==> src/rtl/alu_operand_sequencer.sv <==
// alu_operand_sequencer: loads A, B and an opcode from one shared bus, drives the ALU, and registers its result
//   clk, rst_n (async, active low)
//   data_in       shared bus: A, then B, then the opcode (low COD_OP bits)
//   load          load strobe (raw level button when LOAD_EDGE_DETECT_EN is defined)
//   clear         synchronous restart of the sequence, wins over load
//   alu_result    combinational result from the ALU
//   operando_A/B, cod_operacion   registered ALU inputs
//   result_out, result_valid, op_error, state_leds (one-hot WAIT_A/WAIT_B/WAIT_OP)
// Optional macro: LOAD_EDGE_DETECT_EN (2-flop synchronizer plus rising-edge detect on load)
module alu_operand_sequencer #(
    parameter int NBITS  = 8,
    parameter int COD_OP = 6
) (
    input  logic              clk,
    input  logic              rst_n,
    input  logic [NBITS-1:0]  data_in,
    input  logic              load,
    input  logic              clear,
    input  logic [NBITS-1:0]  alu_result,
    output logic [NBITS-1:0]  operando_A,
    output logic [NBITS-1:0]  operando_B,
    output logic [COD_OP-1:0] cod_operacion,
    output logic [NBITS-1:0]  result_out,
    output logic              result_valid,
    output logic              op_error,
    output logic [2:0]        state_leds
);
    typedef enum logic [2:0] {WAIT_A, WAIT_B, WAIT_OP, EXEC, DONE} state_t;
    state_t state_q, state_d;
    logic [NBITS-1:0] a_q, a_d, b_q, b_d, res_q, res_d;
    logic [COD_OP-1:0] op_q, op_d, op_in;
    logic valid_q, valid_d, err_q, err_d, load_ev, op_ok;
`ifdef LOAD_EDGE_DETECT_EN
    // sync_q[1:0] is the synchronizer; sync_q[2] remembers the previous synchronized level
    logic [2:0] sync_q;
    always_ff @(posedge clk or negedge rst_n) begin
        if (!rst_n) sync_q <= '0;
        else        sync_q <= {sync_q[1:0], load};
    end
    assign load_ev = sync_q[1] & ~sync_q[2];
`else
    assign load_ev = load;
`endif
    assign op_in = data_in[COD_OP-1:0];
    assign op_ok = op_in == COD_OP'(6'b100000) || op_in == COD_OP'(6'b100010) ||
                   op_in == COD_OP'(6'b100100) || op_in == COD_OP'(6'b100101) ||
                   op_in == COD_OP'(6'b100110) || op_in == COD_OP'(6'b000011) ||
                   op_in == COD_OP'(6'b000010) || op_in == COD_OP'(6'b100111);
    always_comb begin
        state_d = state_q;
        a_d     = a_q;
        b_d     = b_q;
        op_d    = op_q;
        res_d   = res_q;
        valid_d = valid_q;
        err_d   = err_q;
        if (clear) begin
            state_d = WAIT_A;
            valid_d = 1'b0;
            err_d   = 1'b0;
        end else begin
            case (state_q)
                WAIT_A, DONE: if (load_ev) begin
                    a_d     = data_in;
                    valid_d = 1'b0;
                    state_d = WAIT_B;
                end
                WAIT_B: if (load_ev) begin
                    b_d     = data_in;
                    state_d = WAIT_OP;
                end
                WAIT_OP: if (load_ev) begin
                    op_d    = op_in;
                    err_d   = ~op_ok;
                    state_d = EXEC;
                end
                // opcode has been stable at the ALU for a full cycle; loads here are dropped
                EXEC: begin
                    res_d   = alu_result;
                    valid_d = 1'b1;
                    state_d = DONE;
                end
                default: state_d = WAIT_A;
            endcase
        end
    end
    always_ff @(posedge clk or negedge rst_n) begin
        if (!rst_n) begin
            state_q <= WAIT_A;
            a_q     <= '0;
            b_q     <= '0;
            op_q    <= '0;
            res_q   <= '0;
            valid_q <= 1'b0;
            err_q   <= 1'b0;
        end else begin
            state_q <= state_d;
            a_q     <= a_d;
            b_q     <= b_d;
            op_q    <= op_d;
            res_q   <= res_d;
            valid_q <= valid_d;
            err_q   <= err_d;
        end
    end
    assign operando_A    = a_q;
    assign operando_B    = b_q;
    assign cod_operacion = op_q;
    assign result_out    = res_q;
    assign result_valid  = valid_q;
    assign op_error      = err_q;
    assign state_leds    = {state_q == WAIT_OP, state_q == WAIT_B, state_q == WAIT_A};
endmodule

==> config.mk <==
export PLATFORM = sky130hd
export DESIGN_NAME = alu_operand_sequencer
export DESIGN_NICKNAME = d
export VERILOG_FILES = /design/src/rtl/alu_operand_sequencer.sv
export SDC_FILE = /design/constraint.sdc
export NUM_CORES = 1
export LEC_CHECK = 0
export CAP_MARGIN = 10
export CORE_MARGIN = 5
export CORE_UTILIZATION = 45
export CTS_CLUSTER_SIZE = 24
export DETAILED_ROUTE_END_ITERATION = 6
export PLACE_DENSITY = 0.84
export SYNTH_ARGS = -nofsm -noshare
export SYNTH_HDL_FRONTEND = slang
export SYNTH_SLANG_ARGS = --single-unit
==> constraint.sdc <==
create_clock -name clk -period 3 [get_ports clk]
set_input_delay 0.45 -clock clk [delete_from_list [all_inputs] [get_ports clk]]
set_output_delay 0.45 -clock clk [all_outputs]
set_load 0.01 [all_outputs]
==> results of run 1 <==
==> worst max-delay path, delay by kind of cell, from the launching register on <==
| family | cells | cell delay, ns |
|---|---|---|
| buffers and inverters | 1 | 0.57 |
| DFF | 1 | 0.49 |
| and+or+nand+nor | 2 | 0.41 |
==> power groups by stage <==
stage / combinational (mW) / clock, mW / sequential [mW]
final: 0.437 / 0.227 / 0.632
after detailed placement: 0.444 / 0 / 0.642
after global placement: 0.433 / 0 / 0.634
after CTS: 0.446 / 0.236 / 0.634
after global routing: 0.468 / 0.260 / 0.651
after floorplan: 0.120 / 0 / 0.683
==> final timing paths <==
kind                                            from                        end  slack [ns]  depth (start not counted)
max                           state_q[2]$_DFFE_PN0P_              state_leds[2]        0.76                          3
min                        operando_B[6]$_DFFE_PN0P_  operando_B[6]$_DFFE_PN0P_        0.51                          1
max reg2reg                   state_q[0]$_DFFE_PN0P_  operando_A[7]$_DFFE_PN0P_        1.20                          3
min reg2reg                operando_B[6]$_DFFE_PN0P_  operando_B[6]$_DFFE_PN0P_        0.51                          1
max in group asynchronous                      rst_n  result_out[7]$_DFFE_PN0P_        2.17                          2
min in group asynchronous                      rst_n  operando_B[2]$_DFFE_PN0P_        0.53                          2
==> synth_stat cells (all sizes together) <==
| cell | n |
|---|---|
| a21o | 2 |
| a21oi | 3 |
| a311oi | 2 |
| buf | 4 |
| dfrtp | 35 |
| inv | 1 |
| mux2 | 30 |
| mux2i | 1 |
| nand2 | 2 |
| nand2b | 2 |
| nand3b | 1 |
| nor2 | 2 |
| nor2b | 2 |
| nor3 | 4 |
| nor3b | 2 |
| nor4b | 1 |
| nor4bb | 1 |
| o21ai | 1 |
| or4b | 2 |
==> cell families after synthesis <==
| logic type | count (synthesis) | synth area share (%) |
|---|---|---|
| buffers and inverters | 5 | 2.47 |
| AO/OA/AOI/OAI | 8 | 3.58 |
| AND/OR/NAND/NOR | 19 | 10.5 |
| flip-flops | 35 | 59.7 |
| multiplexers | 31 | 23.7 |
==> stage by stage <==
stage               cell area, um2  util, %  std cells  total power [mW]
finish                        2080     67.6        199              1.30
global route                  2080     67.6        199              1.38
CTS                           2080     67.6        199              1.32
detailed placement            2040     66.2        193              1.09
global placement              2040     66.2        193              1.07
floorplan                     1470        -         98             0.802
==> final cells by class <==
class | count | area (um2)
fill | 223 | 996
sequential | 35 | 876
multi-input combinational | 58 | 554
timing repair buffer | 55 | 548
tap | 44 | 55.1
clock buffer | 5 | 37.5
clock inverter | 1 | 7.51
inverter | 1 | 3.75
==> layer usage <==
metal | track usage, % | routed length, um | vias to the layer above
li1 | - | - | 472
met5 | 0 | 0 | -
met4 | 3.80 | 23 | 0
met3 | 8.77 | 328 | 3
met1 | 18.5 | 1250 | 485
met2 | 27.7 | 1590 | 38
==> state kept, by name, summed over array words and instances (netlist names) <==
register / count
cod_operacion: 6
result_valid: 1
operando_B: 8
result_out: 8
op_error: 1
state_q: 3
operando_A: 8
==> flow_summary.json, run 1 <==
{
  "max_cap_violations": 0,
  "grt_pass1_vias": 1171,
  "port_buffers": 54,
  "die_w_um": 67.1,
  "layout_commonest_cell": "clkdlybuf4s50_1",
  "period_share_pct": 74.8,
  "htree_levels": 2,
  "pin_count": 55,
  "setup_viol": 0,
  "worstPathCellList": "nand2b_2, nor2_1, clkdlybuf4s50_1",
  "status": "finished, final reports clean",
  "clock_latency_ns": 0.32,
  "synthDistinctLibCells": 24,
  "drive_above_1_share_pct": 27.7,
  "hold_viol": 0,
  "p_clk_share_pct": 17.5,
  "die_area_um2": 4500,
  "powerDensity_nw_per_um2": 623,
  "power.net_switching_mw": 0.358,
  "whs_ns": 0.515,
  "wl_per_cell_um": 16.0,
  "final_cell_mix": "clkdlybuf4s50_1, dfrtp_1, mux2_2",
  "area.growth.synth_to_final_pct": 42.0,
  "vias": 998,
  "clk_pin_slew_worst_paths_ns": 0.10,
  "drc": 0,
  "place.gp.congestion": 0.720,
  "holdBufCountCts": 0,
  "leakage_nw": 0.874,
  "gr-total-overflow": 0,
  "vdd_drop_max_v": 0.000442,
  "grt_max_degree": 36,
  "cts_max_path_buffers": 2,
  "pwr-share-comb_pct": 33.7,
  "pwr-share-seq_pct": 48.8,
  "cts-buffers-inserted": 5,
  "crit_path_max_fanout": 11,
  "start_util_pct": 47.6,
  "yosys_register_bits": 35,
  "crit_slowest_cell": "clkdlybuf4s50_1",
  "synthCells": 98,
  "fmax_ghz": 0.446,
  "arrival_ns": 1.79,
  "fin_tns_setup_ns": 0,
  "diodes": 0,
  "post-cts-setup-buffers": 0,
  "grt_usage_pct": 16.6,
  "synth-seq-area-share_pct": 59.7,
  "synth_top_cells_by_area": "dfrtp_1, mux2_2, buf_6, nor3b_4, a311oi_1",
  "worstSetupStartpointType": "flip-flop",
  "min_path_type": "flip-flop to flip-flop",
  "vias_per_cell": 5.02,
  "synth_top_area_share_pct": 59.7,
  "crit_type": "flip-flop to primary output",
  "tightest_slew_ns": 0.615,
  "syn_avg_cell_area_um2": 15.0,
  "setup_ws_ns": 0.757,
  "critical-path-max-stage-delay_ns": 0.57,
  "grt_pass1_wl_um": 5550,
  "cts_resized": 0,
  "drtPass1Iterations": 4,
  "antenna_found_initial": 0,
  "fin_nets": 176,
  "end_kind": "primary output",
  "syn-num-nets": 118,
  "ys.warnings.count": 0,
  "syn_area_um2": 1470,
  "cts_tree": "built",
  "slew_headroom_pct": 58.8,
  "pre_cts_ws_ns": 0.762,
  "slew_violations": 0,
  "hpwl_um": 2440,
  "cts-root-buf": "clkbuf_4",
  "core_area_um2": 3080,
  "clock_skew_ns": 0.00499,
  "period_needed_ns": 2.24,
  "synth_top_cell_by_area": "dfrtp_1",
  "drt_iter0_markers": 19,
  "drt_wl_total_um": 3190,
  "rsz0062_at_grt": "no",
  "switching_share_pct": 27.6,
  "cts.sinks": 35,
  "crit_required_ns": 2.55,
  "rows": 20,
  "ant_nets": 0,
  "die_h_um": 67.1,
  "p_int_mw": 0.938
}
Power figures use the tool's default switching activity.
==> run 2: changes to the inputs <==
--- a/config.mk
+++ b/config.mk
@@ -7,10 +7,10 @@
 export LEC_CHECK = 0
 export CAP_MARGIN = 10
 export CORE_MARGIN = 5
-export CORE_UTILIZATION = 45
+export CORE_UTILIZATION = 39
 export CTS_CLUSTER_SIZE = 24
 export DETAILED_ROUTE_END_ITERATION = 6
-export PLACE_DENSITY = 0.84
+export PLACE_DENSITY = 0.78
 export SYNTH_ARGS = -nofsm -noshare
 export SYNTH_HDL_FRONTEND = slang
 export SYNTH_SLANG_ARGS = --single-unit
==> constraint.sdc (replaced) <==
create_clock -name clk -period 1.85 [get_ports clk]
set_input_delay 0.2775 -clock clk [delete_from_list [all_inputs] [get_ports clk]]
set_output_delay 0.2775 -clock clk [all_outputs]
set_load 0.01 [all_outputs]
==> flow_summary.json, run 2 (synthesized netlist as in run 1, its figures left out) <==
{
  "crit_slowest_cell": "dfrtp_2",
  "core_area_um2": 3660,
  "regArea_um2": 878,
  "arrival_ns": 1.84,
  "fin_nets": 185,
  "period_share_pct": 90.3,
  "cts-root-buf": "clkbuf_8",
  "wl_per_cell_um": 16.4,
  "crit_type": "flip-flop to flip-flop",
  "vias_per_cell": 4.90,
  "end_kind": "flip-flop",
  "grt_pass1_vias": 1170,
  "period_needed_ns": 1.67,
  "drc": 0,
  "grt_usage_pct": 14.8,
  "grt_pass1_wl_um": 5910,
  "drtPass1Iterations": 4,
  "clock_latency_ns": 0.28,
  "layout_commonest_cell": "clkdlybuf4s50_1",
  "powerDensity_nw_per_um2": 1040,
  "pin_count": 55,
  "fill_cells": 291,
  "gr-total-overflow": 0,
  "cts-buffers-inserted": 5,
  "hpwl_um": 2620,
  "worstSetupStartpointType": "flip-flop",
  "ant_nets": 0,
  "clk_pin_slew_worst_paths_ns": 0.08,
  "area.growth.synth_to_final_pct": 52.0,
  "cts.sinks": 35,
  "htree_levels": 2,
  "grt_max_degree": 36,
  "status": "finished, final reports clean",
  "use_met2_pct": 26.0,
  "vdd_drop_max_v": 0.000568,
  "die_w_um": 71.3,
  "final_cell_mix": "clkdlybuf4s50_1, dfrtp_1, mux2_2",
  "top_usage_layer": "met2",
  "start_util_pct": 40.1,
  "place.gp.congestion": 0.827,
  "crit_path_max_fanout": 9,
  "cts_max_path_buffers": 2,
  "slew_violations": 0,
  "multi_input_area_um2": 559,
  "critical-path-max-stage-delay_ns": 0.48,
  "fin_tns_setup_ns": 0,
  "holdBufCountCts": 0,
  "drt_wl_total_um": 3510,
  "cts_tree": "built",
  "whs_ns": 0.393,
  "port_buffers": 54,
  "worstPathCellList": "buf_4, nor4b_1, nand2_1, mux2_2",
  "max_cap_violations": 0,
  "diodes": 0,
  "leakage_nw": 0.977,
  "die_area_um2": 5090,
  "slew_headroom_pct": 70.3,
  "clock_skew_ns": 0.00516,
  "setup_viol": 0,
  "tightest_slew_ns": 0.445,
  "fmax_ghz": 0.599,
  "die_h_um": 71.3,
  "vias": 1049,
  "use_met3_pct": 6.31,
  "drt_iter0_markers": 29,
  "min_path_type": "input pin to async pin",
  "rsz0062_at_grt": "no",
  "drive_above_1_share_pct": 33.7,
  "antenna_found_initial": 0,
  "rows": 22,
  "met1_usage_pct": 16.9,
  "crit_required_ns": 2.02,
  "hold_viol": 0
}
==> run 2: repair_timing <==
item / CTS / global route
setup endpoints to repair: 2 / 3
cloned: 0 / 0
setup buffers: 0 / 3
pin swaps: 0 / 0
resized for setup: 3 / 3
==> run 2: power breakdown <==
| group | leakage [nW] | internal, mW | switching (mW) | total, mW |
|---|---|---|---|---|
| combinational | 0.499 | 0.467 | 0.259 | 0.726 |
| clock | 0.0408 | 0.269 | 0.291 | 0.560 |
| sequential | 0.437 | 0.934 | 0.0998 | 1.03 |
==> run 2: critical path: cells and delay by family (launching register included) <==
kind / cells / cell delay [ns]
buf+inv: 1 / 0.18
flops: 1 / 0.48
mux: 1 / 0.35
simple gates: 2 / 0.55
==> run 2: stage by stage <==
step           power [mW]  instances  area [um2]  util, %  worst slack (ns)
2_1_floorplan        1.30         98        1470        -             0.405
3_3_place_gp         1.75        203        2100     57.3            0.0269
3_5_place_dp         1.77        203        2100     57.3           0.00629
4_1_cts              2.35        211        2200     60.1            0.0290
5_1_grt              2.45        214        2230     60.9            0.0764
6_report             2.32        214        2230     60.9             0.179
==> run 2: path summary, 6_finish.rpt <==
kind	to	slack, ns	cells after the start	start
min in group clk	result_out[0]$_DFFE_PN0P_	0.51	1	result_out[0]$_DFFE_PN0P_
worst min register to register	result_out[0]$_DFFE_PN0P_	0.51	1	result_out[0]$_DFFE_PN0P_
worst min-delay path	cod_operacion[2]$_DFFE_PN0P_	0.39	2	rst_n
worst max-delay path	operando_B[1]$_DFFE_PN0P_	0.18	4	state_q[1]$_DFFE_PN0P_
max in group asynchronous	state_q[0]$_DFFE_PN0P_	1.10	2	rst_n
worst max register to register	operando_B[1]$_DFFE_PN0P_	0.18	4	state_q[1]$_DFFE_PN0P_
==> run 2: cell type report <==
class | count | share of cell area [%]
Tap cell | 48 | 2.69
Inverter | 1 | 0.168
Sequential cell | 35 | 39.4
Timing Repair Buffer | 64 | 28.5
Clock buffer | 5 | 3.09
Clock inverter | 3 | 1.07
Multi-Input combinational cell | 58 | 25.1
==> run 2: per-layer routing <==
metal | part of all wire [%] | vias up
met4 | 0.20 | 0
met5 | 0 | -
li1 | - | 490
met1 | 40 | 527
met3 | 6.9 | 2
met2 | 53 | 30
